## config.mk

```make
export PLATFORM = sky130hd
export DESIGN_NAME = input_cmd_scheduler
export DESIGN_NICKNAME = d
export VERILOG_FILES = /design/src/rtl/input_cmd_scheduler.sv
export SDC_FILE = /design/constraint.sdc
export NUM_CORES = 1
export LEC_CHECK = 0
export BUFFER_PORTS_ARGS = -buffer_cell sky130_fd_sc_hd__buf_4
export CAP_MARGIN = 15
export CORE_AREA = 2 2 98 138
export DETAILED_ROUTE_END_ITERATION = 7
export DIE_AREA = 0 0 100 140
export GPL_TIMING_DRIVEN = 0
export PLACE_DENSITY_LB_ADDON = 0.1
export REMOVE_ABC_BUFFERS = 1
export SKIP_CTS_REPAIR_TIMING = 1
export SYNTH_ARGS = -nofsm -noshare
export SYNTH_HDL_FRONTEND = slang
export SYNTH_SLANG_ARGS = --single-unit
```

## constraint.sdc

```tcl
create_clock -name clk -period 2.52 [get_ports clk]
set_input_delay 0.252 -clock clk [delete_from_list [all_inputs] [get_ports clk]]
set_output_delay 0.252 -clock clk [all_outputs]
set_load 0.1 [all_outputs]
```

## src/rtl/input_cmd_scheduler.sv

```systemverilog
// input_cmd_scheduler: turns button levels into prioritized, coalesced game commands with DAS/ARR auto-repeat
module input_cmd_scheduler #(
    parameter int DAS_CYCLES = 20000000,
    parameter int ARR_CYCLES = 5000000,
    parameter int CW         = 25
) (
    input  logic       clk,
    input  logic       rst_n,
    input  logic       enable,
    input  logic       btn_left,
    input  logic       btn_right,
    input  logic       btn_down,
    input  logic       btn_rot,
    input  logic       btn_drop,
    output logic       cmd_valid,
    output logic [2:0] cmd_code,
    input  logic       cmd_ready
);
    typedef enum logic [1:0] {IDLE, DELAY, REPEAT} state_t;
    state_t        st [3];
    state_t        st_nx [3];
    logic [CW-1:0] cnt [3];
    logic [CW-1:0] cnt_nx [3];
    logic [2:0]    rpt;
    logic [4:0]    btn, btn_q, press, ev, pend, acc, cand;
    logic [2:0]    nx_code;
    logic          conflict;
    assign btn      = {btn_drop, btn_rot, btn_down, btn_right, btn_left};
    assign press    = btn & ~btn_q;
    assign conflict = btn_left & btn_right;
    assign ev       = enable ? {press[4:3], press[2:0] | rpt} : '0;
    // pending bit index is cmd_code-1, so the accepted command maps to a one-hot mask
    assign acc      = (cmd_valid && cmd_ready) ? 5'b1 << (cmd_code - 3'd1) : '0;
    assign cand     = pend & ~acc;
    assign nx_code  = cand[4] ? 3'd5 : cand[3] ? 3'd4 : cand[0] ? 3'd1 :
                      cand[1] ? 3'd2 : cand[2] ? 3'd3 : 3'd0;
    always_comb begin
        for (int i = 0; i < 3; i++) begin
            st_nx[i]  = st[i];
            cnt_nx[i] = cnt[i];
            rpt[i]    = 1'b0;
            if (!enable || !btn[i] || (i < 2 && conflict)) begin
                st_nx[i]  = IDLE;
                cnt_nx[i] = '0;
            end else begin
                case (st[i])
                    IDLE: begin
                        st_nx[i]  = press[i] ? DELAY : IDLE;
                        cnt_nx[i] = '0;
                    end
                    DELAY: begin
                        rpt[i]    = cnt[i] == CW'(DAS_CYCLES - 1);
                        st_nx[i]  = rpt[i] ? REPEAT : DELAY;
                        cnt_nx[i] = rpt[i] ? '0 : cnt[i] + 1'b1;
                    end
                    REPEAT: begin
                        rpt[i]    = cnt[i] == CW'(ARR_CYCLES - 1);
                        cnt_nx[i] = rpt[i] ? '0 : cnt[i] + 1'b1;
                    end
                    default: begin
                        st_nx[i]  = IDLE;
                        cnt_nx[i] = '0;
                    end
                endcase
            end
        end
    end
    always_ff @(posedge clk or negedge rst_n) begin
        if (!rst_n) begin
            for (int i = 0; i < 3; i++) begin
                st[i]  <= IDLE;
                cnt[i] <= '0;
            end
        end else begin
            for (int i = 0; i < 3; i++) begin
                st[i]  <= st_nx[i];
                cnt[i] <= cnt_nx[i];
            end
        end
    end
    always_ff @(posedge clk or negedge rst_n) begin
        if (!rst_n) begin
            btn_q     <= '0;
            pend      <= '0;
            cmd_valid <= 1'b0;
            cmd_code  <= 3'd0;
        end else begin
            btn_q <= btn;
            if (!enable) begin
                pend      <= '0;
                cmd_valid <= 1'b0;
                cmd_code  <= 3'd0;
            end else begin
                pend <= ev | cand;
                if (!cmd_valid || cmd_ready) begin
                    cmd_valid <= |cand;
                    cmd_code  <= nx_code;
                end
            end
        end
    end
endmodule

```

==> impl_summary.md, run 1 <==
Synth
Sequential elements use 47.8% of the synthesized area. The area share of the largest cell type after synthesis is 47.8%. The number of flops mapped to enable cells by yosys is 0.

The synthesized design spends more area on one cell type than any other, namely sky130_fd_sc_hd__dfrtp_1. The distinct cell type count after synthesis is 57. Ranked by total cell area, the synthesized netlist is headed by sky130_fd_sc_hd__dfrtp_1 48%, sky130_fd_sc_hd__xor2_1 8.4%, sky130_fd_sc_hd__nor2_1 7.1%.

The number of warnings reported in the yosys synthesis log is 0. The synthesized design contains 95 register bits. Synthesis produced 510 cells. In the synthesized netlist the dominant register cell turns out to be sky130_fd_sc_hd__dfrtp_1. The netlist area before placement is 4980 um^2.

The average instance in the mapped netlist occupies 9.76 um^2. After synthesis, the share of flip-flops with an asynchronous set or reset is 100%.

Route
The via density per instance is 5.35. In this run, the number of DRC markers left after iteration 0 of detailed routing was 140. The aggregate routed wire length is 10.1 mm.

The count of nets left with antenna violations once routing finished came out at 0. In the final routed layout, each cell accounts on average for 14.8 um. The number of remaining DRC errors is 0. The number of detailed-route iterations in the first pass is 4.

Detailed routing inserted a total of 3658 vias.

Die
Once the floorplan was initialized, standard cells occupied 39.0% of the core. From left edge to right edge, the die measures 100 um. The die is 140 um tall. After floorplanning, the core was divided into 49 placement rows.

During I/O placement, the number of pins put on the boundary was 13. The die area is 14000 um^2. The core footprint is 12800 um^2.

Place
During placement, the flow inserted port buffers numbering 12. The final RePlAce weighted congestion is 0.782. The instance area at placement is 5210 um^2. Including well taps, the total number of placed cells is 667.

After legalization and detailed placement, the total HPWL measured 7.15 mm.

Final layout
After routing the design area is 5550 um^2. The finished layout holds 684 standard cells, fillers aside. The signed area change from the synthesized netlist to the final layout is 11.4%. 0 antenna diodes ended up in the layout. The share of cells above drive strength 1 is 7.91%.

Summing all flip-flop and latch instances after layout gives 2380 um^2. The number of fill cells is 1266. After the last flow step, the layout net total stands at 547. The area taken by multi-input logic gates is 2440 um^2.

Hold path
For hold timing, the worst endpoint is btn_q[4]$_DFF_PN0_. In this run the most critical hold path is launched from btn_drop. The number of instances on the worst hold path is 1. The class of the tightest hold or removal check is input pin to flip-flop.

Setup path
The critical path is of the flip-flop to flip-flop type. The number of cell instances on the worst register-to-register path is 6. In this run the number of cells on the critical path is 6. In this run the critical register-to-register path is launched from cnt[25]$_DFF_PN0_.

Walking the worst path, the cells encountered are ha_1 > nand2_1 > nor4_1 > a31oi_1 > o21bai_4 > nor2_1. For this design, the slowest cell found on the critical path is sky130_fd_sc_hd__o21bai_4. The arrival time of data at the critical path endpoint is 2.49 ns. The kind of cell with the highest combined delay on the critical path is compound AO/OA/AOI/OAI gates. The delay of the slowest cell on the worst path is 0.57 ns. The maximum fanout along the worst path is 25.

For flop-to-flop paths, the worst setup slack is 0.23 ns. STA puts the critical path data required time at 2.72 ns. Together, buffers and inverters on the worst path number 0. The worst setup path is launched from a flip-flop. In this run the critical register-to-register path is captured at cnt[47]$_DFF_PN0_.

STA classifies the critical path endpoint as a flip-flop.

Pwr
Power spread over the standard cell area amounts to 575 nW/um^2. The worst vdd rail ir drop is 0.263 mV. The cell leakage power is 0.00218 uW.

Timing
The minimum clock period after layout is 2.29 ns. The number of hold violations in the final report was 0. The transition time at the pin with the least slew margin is 0.768 ns. Across all hold checks on the routed design, the worst slack comes to 0.0243 ns. Based on the critical path, the design can be clocked at up to 438 MHz. The final max-slew violation count is 0. Setup repair after global routing left no endpoint under its margin. Setup violations remaining at the end of the flow were counted as 0. The final critical path takes up 90.7% of the cycle. The clock skew is 0.00417 ns. Summed over all failing endpoints, the final setup total negative slack is 0 ns.

Headroom to the max-slew limit came out at 48.6%.

Global routing
The pin count of the biggest net entering global routing is 66. The initial antenna violation count came to 0. The via count of the first global-routing pass is 3729. The first global-routing pass estimated 17.8 mm of wire. Global routing finished with a remaining overflow of 0. The total global-route track usage is 15.7%.

CTS
The clock sink count is 95. The clock network latency to the later pin of the worst-skew pair is 0.34 ns. Buffers inserted during clock tree synthesis total 9. The deepest level of the CTS H-tree is 3. The clock passes through at most 2 buffers. TritonCTS built the clock tree.

The clock tree root driver cell is sky130_fd_sc_hd__clkbuf_16. The clock-pin slew reported for the worst setup and hold paths after clock tree synthesis is 0.07 ns.

Run
The number of max-cap violations is 0.

Outcome
The run finished with clean final reports.
==> Yosys cell counts, drive strengths merged (5+ instances only) <==
library cell,number
or4,6
dfrtp,95
and4,6
ha,12
xnor2,21
and3,9
nand3,31
nor4b,5
nand3b,5
nor3,8
o21ai,7
nor2,94
xor2,48
nand2,42
inv,23
a21oi,9
nand4,22
buf,8
nor4,12
==> through the flow <==
stage	setup WS, ns	total power (uW)	util (%)
final	0.234	3190	43.5
after floorplan	0.497	1670	-
after global placement	0.234	1740	40.7
after CTS	0.198	3240	43.4
after global routing	0.0532	3310	43.5
after detailed placement	0.207	1750	40.9
==> final cells by class <==
cell class	count	area share [%]
clock buffers	9	4.06
clock inverters	7	1.76
inverters	23	1.56
multi-input cells	383	44.0
flip-flops and latches	95	42.9
well taps	153	3.45
repair buffers	14	2.30
==> flip-flops by register name (all words and copies together) (netlist names) <==
register,flops
cnt,75
btn_q,5
cmd_valid,1
st,6
pend,5
cmd_code,3
==> layout by cell type, fill, tap and decap left out, types with 3 or more instances in the layout <==
cell type                    n
sky130_fd_sc_hd__a21oi_1     9
sky130_fd_sc_hd__a31oi_1     4
sky130_fd_sc_hd__and3_1      9
sky130_fd_sc_hd__and4_1      6
sky130_fd_sc_hd__buf_4      12
sky130_fd_sc_hd__clkbuf_16   9
sky130_fd_sc_hd__dfrtp_1    95
sky130_fd_sc_hd__ha_1       12
sky130_fd_sc_hd__inv_1      23
sky130_fd_sc_hd__nand2_1    42
sky130_fd_sc_hd__nand2b_1    4
sky130_fd_sc_hd__nand3_1    31
sky130_fd_sc_hd__nand3b_1    5
sky130_fd_sc_hd__nand4_1    20
sky130_fd_sc_hd__nand4b_1    4
sky130_fd_sc_hd__nor2_1     94
sky130_fd_sc_hd__nor3_1      7
sky130_fd_sc_hd__nor4_1      9
sky130_fd_sc_hd__nor4b_1     5
sky130_fd_sc_hd__o21a_1      3
sky130_fd_sc_hd__o21ai_0     7
sky130_fd_sc_hd__or4_1       5
sky130_fd_sc_hd__xnor2_1    21
sky130_fd_sc_hd__xor2_1     48
==> cell families after synthesis <==
group	count (synthesis)	synth area share [%]
mux	1	0.226
fa+ha+maj	12	3.02
flops	95	47.8
xor+xnor	69	12.1
compound gates	41	6.03
simple gates	260	27.6
buf+inv	32	3.22
==> metal layers <==
layer / wire length (um) / vias to the layer above / GRT usage (%)
li1: - / 1797 / -
met1: 4400 / 1811 / 18.5
met2: 5280 / 30 / 28.0
met3: 151 / 20 / 1.85
met4: 306 / 0 / 7.57
met5: 0 / - / 0
==> worst max-delay path by stage <==
stage                             from                    end  slack, ns
2_1_floorplan  cmd_code[2]$_DFFE_PN0P_  cmd_valid$_DFFE_PN0P_       0.50
3_3_place_gp         cnt[25]$_DFF_PN0_      cnt[28]$_DFF_PN0_       0.23
3_5_place_dp         cnt[25]$_DFF_PN0_      cnt[44]$_DFF_PN0_       0.21
4_1_cts              cnt[25]$_DFF_PN0_      cnt[36]$_DFF_PN0_       0.20
5_1_grt              cnt[25]$_DFF_PN0_      cnt[35]$_DFF_PN0_       0.05
6_report             cnt[25]$_DFF_PN0_      cnt[47]$_DFF_PN0_       0.23
==> power by group <==
group          internal [uW]  leakage (uW)  switching [uW]  total, uW
Combinational           45.6      0.000717             112        157
Sequential              1540       0.00131            17.4       1560
Clock                    871      0.000152             600       1470
Total                   2460       0.00218             730       3190
Note: power is estimated with default switching activity, not from simulation.
==> run 2, diff against run 1 <==
clock period = 1.85 ns   (was 2.52 ns; I/O delays follow)
==> run 2 against run 1 <==
  * The flow now finishes with violations (setup timing)
  * Non-clock buffer count rose by 33
  * Clock-buffer cell count stayed put
  * Hold slack improved by 0.11 ns
  * Clock skew barely moved
  * Design area increased by 15%
  * Fmax up 16%
  * First-iteration DRC count is 29% higher
  * Combinational power up 51%
  * Via count grew 7.8%
  * Critical path type unchanged
==> impl_summary.md, run 2 (synthesis results as in run 1) <==
Final layout
In the final layout, the registers with the most flip-flops are cnt x75, st x6. The area growth from synthesis to layout is 28.0%. The antenna diode count is 0 (unchanged). The register ranked first by flip-flop count is cnt. The fraction of the core area covered by cells at the end of the flow is 50.0% (+6.5 points). The share of cells above drive strength 1 is 25.2% (+17 points). The number of flip-flops under the largest register name is 75 (unchanged). The number of nets in the layout is 587 (+7.3%).

In the layout the commonest cells are 83 x sky130_fd_sc_hd__dfrtp_1, 71 x sky130_fd_sc_hd__nor2_1, 48 x sky130_fd_sc_hd__xor2_1. The leading cell type in the layout, fill and taps excluded is sky130_fd_sc_hd__dfrtp_1.

Hold path
The startpoint of the tightest hold check path is enable. In this run the worst hold path is classified as input pin to flip-flop. The number of instances on the worst hold path is 2 (+1).

Setup path
The arrival time of data at the critical path endpoint is 2.19 ns (-0.30 ns). The largest individual stage delay along the critical path comes from the cell sky130_fd_sc_hd__dfrtp_1. In this run the worst setup path begins at cnt[23]$_DFF_PN0_. The number of cell instances on the worst register-to-register path came to 6 (unchanged). Traced cell by cell, the critical path runs through nor4_4 > nand2_1 > o41ai_4 > buf_4 > a21o_4 > nor2_1. The delay of the slowest cell on the worst path was 0.43 ns (-0.14 ns). The worst flop-to-flop path startpoint is cnt[23]$_DFF_PN0_. The maximum fanout along the worst path is 7 (-72%). The buffers plus inverters on the worst setup path came to 1 (+1). The critical path is of the flip-flop to flip-flop type. The kind of cell with the highest combined delay on the critical path is simple AND/OR/NAND/NOR gates.

The worst setup path is captured at a flip-flop. The worst path required time came to 2.08 ns (-0.64 ns). The type of origin of the critical path is a flip-flop. The depth of the critical timing path with buffers and inverters included came to 6 (unchanged).

Route
The number of detailed-route iterations in the first pass was 4 (unchanged). The average detailed-routed wire length per instance is 16.4 um (+10%). The met1 layer wirelength in the final routing was 4.86 mm (+10%).

The top layer reached by signal wires is met4. The number of vias in the routed layout is 3943 (+7.8%). The number of remaining DRC errors is 0 (unchanged). The via density per instance came to 5.45 (+1.8%). The met2 wirelength from detailed routing is 6.44 mm (+22%).

The antenna violation net count after detailed routing is 0 (unchanged). The met3 layer wire length in the routed design is 234 um (+55%). The detailed router's first-iteration violation count is 180 (+29%). The aggregate routed wire length is 11.8 mm (+17%).

Die
The die extent in x is 100 um (unchanged). The number of top-level design ports is 13 (unchanged). The starting density of the core is 39.0% (unchanged). The die area is 14000 um^2 (unchanged). The core footprint is 12800 um^2 (unchanged). The number of standard-cell rows in the floorplan is 49 (unchanged).

The vertical die dimension was 140 um (unchanged).

Timing
The final setup slack of the worst path is -0.117 ns (-0.351 ns). The count of endpoints failing setup in the final report was 51 (+51). The minimum clock period after layout came to 1.97 ns (-0.319 ns). The worst hold-check slack was 0.135 ns (+0.111 ns). The final max-slew violation count was 0 (unchanged).

The upper clock frequency limit is 508 MHz (+16%). Setup repair after global routing could not meet its margin everywhere. The part of the cycle the worst path needs is 106% (+16 points). The relative max-transition margin is 59.8% (+11 points).

The number of hold violations in the final report came to 0 (unchanged). The transition time at the pin with the least slew margin is 0.597 ns (-0.171 ns). The clock skew is 0.00432 ns (+0.000148 ns).

Pwr
The switching share of power was 23.0% (+0.080 points). The total net switching power is 1000 uW (+37%). The post-layout total power is 4360 uW (+37%).

The total internal power is 3360 uW (+37%). The portion of total power attributed to the clock network is 45.9% (-0.3 points). The relative contribution of sequential cells to total power is 48.6% (-0.3 points). The cell leakage power is 0.00247 uW (+13%). The power per cell area is 684 nW/um^2 (+19%). The share of power burned in combinational logic is 5.4% (+0.5 points). The worst vdd rail ir drop came to 0.358 mV (+36%).

Place
The count of input and output buffers is 12 (unchanged). The minimum setup slack after placement came to -0.463 ns (-0.670 ns). The final RePlAce weighted congestion is 0.782 (unchanged). The half-perimeter wire length after detailed placement is 7.15 mm (unchanged).

CTS
The TritonCTS buffer count came to 9 (unchanged). The buffer depth of the longest clock path was 2 (unchanged). The deepest level of the CTS H-tree is 3 (unchanged). The clock-pin slew reported for the worst setup and hold paths after clock tree synthesis is 0.07 ns (about the same). TritonCTS built the clock tree. The clock sink count was 95 (unchanged). In this run the clock root is driven by a sky130_fd_sc_hd__clkbuf_16.

The clock network latency to the later pin of the worst-skew pair is 0.34 ns (about the same).

Run
The number of max-cap violations is 0 (unchanged).

Global routing
The pin count of the biggest net entering global routing is 66 (unchanged). The sum of overflow across all layers after global routing is 0 (unchanged). The initial antenna violation count came to 0 (unchanged). The total global-route track usage came to 15.7% (unchanged). The via count of the first global-routing pass is 3729 (unchanged).

The wire length of the first global-routing pass was 17.8 mm (unchanged).

Outcome
The flow ran to the end, but the final reports show violations. The checks that failed: setup timing.
## run 2: changes by cell type in the layout (fill, tap and decap cells not counted), moves of 5 or more
cell / delta
sky130_fd_sc_hd__nor2_4: +9
sky130_fd_sc_hd__nor2_2: +14
sky130_fd_sc_hd__a21o_4: +6
sky130_fd_sc_hd__dlygate4sd3_1: +5
sky130_fd_sc_hd__nor2_1: -23
sky130_fd_sc_hd__nor4_4: +6
sky130_fd_sc_hd__nor4_1: -5
sky130_fd_sc_hd__buf_4: +24
sky130_fd_sc_hd__dfrtp_2: +12
sky130_fd_sc_hd__dfrtp_1: -12
## run 2: layout make-up
class                           instances  area (um^2)
Clock buffer                            9          225
Clock inverter                          7         97.6
Fill cell                            1187         6380
Inverter                               23         86.3
Multi-Input combinational cell        390         2950
Sequential cell                        95         2390
Tap cell                              153          191
Timing Repair Buffer                   47          434
## run 2: final timing paths
kind / to / slack [ns]
max: cnt[21]$_DFF_PN0_ / -0.12
min reg2reg: cnt[0]$_DFF_PN0_ / 0.48
min: pend[2]$_DFF_PN0_ / 0.14
max in group asynchronous: cnt[62]$_DFF_PN0_ / 0.84
min in group asynchronous: cnt[3]$_DFF_PN0_ / 0.33
max reg2reg: cnt[21]$_DFF_PN0_ / -0.12
## run 2: per-stage QoR
step           area, um^2  setup TNS, ns  instances
6_report             6370          -3.63        724
5_1_grt              6370          -7.54        724
4_1_cts              5540         -29.76        683
3_5_place_dp         5210         -28.83        667
3_3_place_gp         5190         -26.68        666
2_1_floorplan        4900          -1.21        501
## run 2: layer usage
metal,vias up,global-route usage [%]
met5,-,0
met3,22,1.85
met2,44,28.0
li1,1900,-
met1,1977,18.5
met4,0,7.57
## run 2: power by group through the flow
stage,clock network (uW),logic (uW),registers [uW]
after floorplan,0,59.7,2220
after global placement,0,209,2160
after detailed placement,0,219,2160
after CTS,2070,219,2120
after global routing,2140,263,2120
final,2000,237,2120
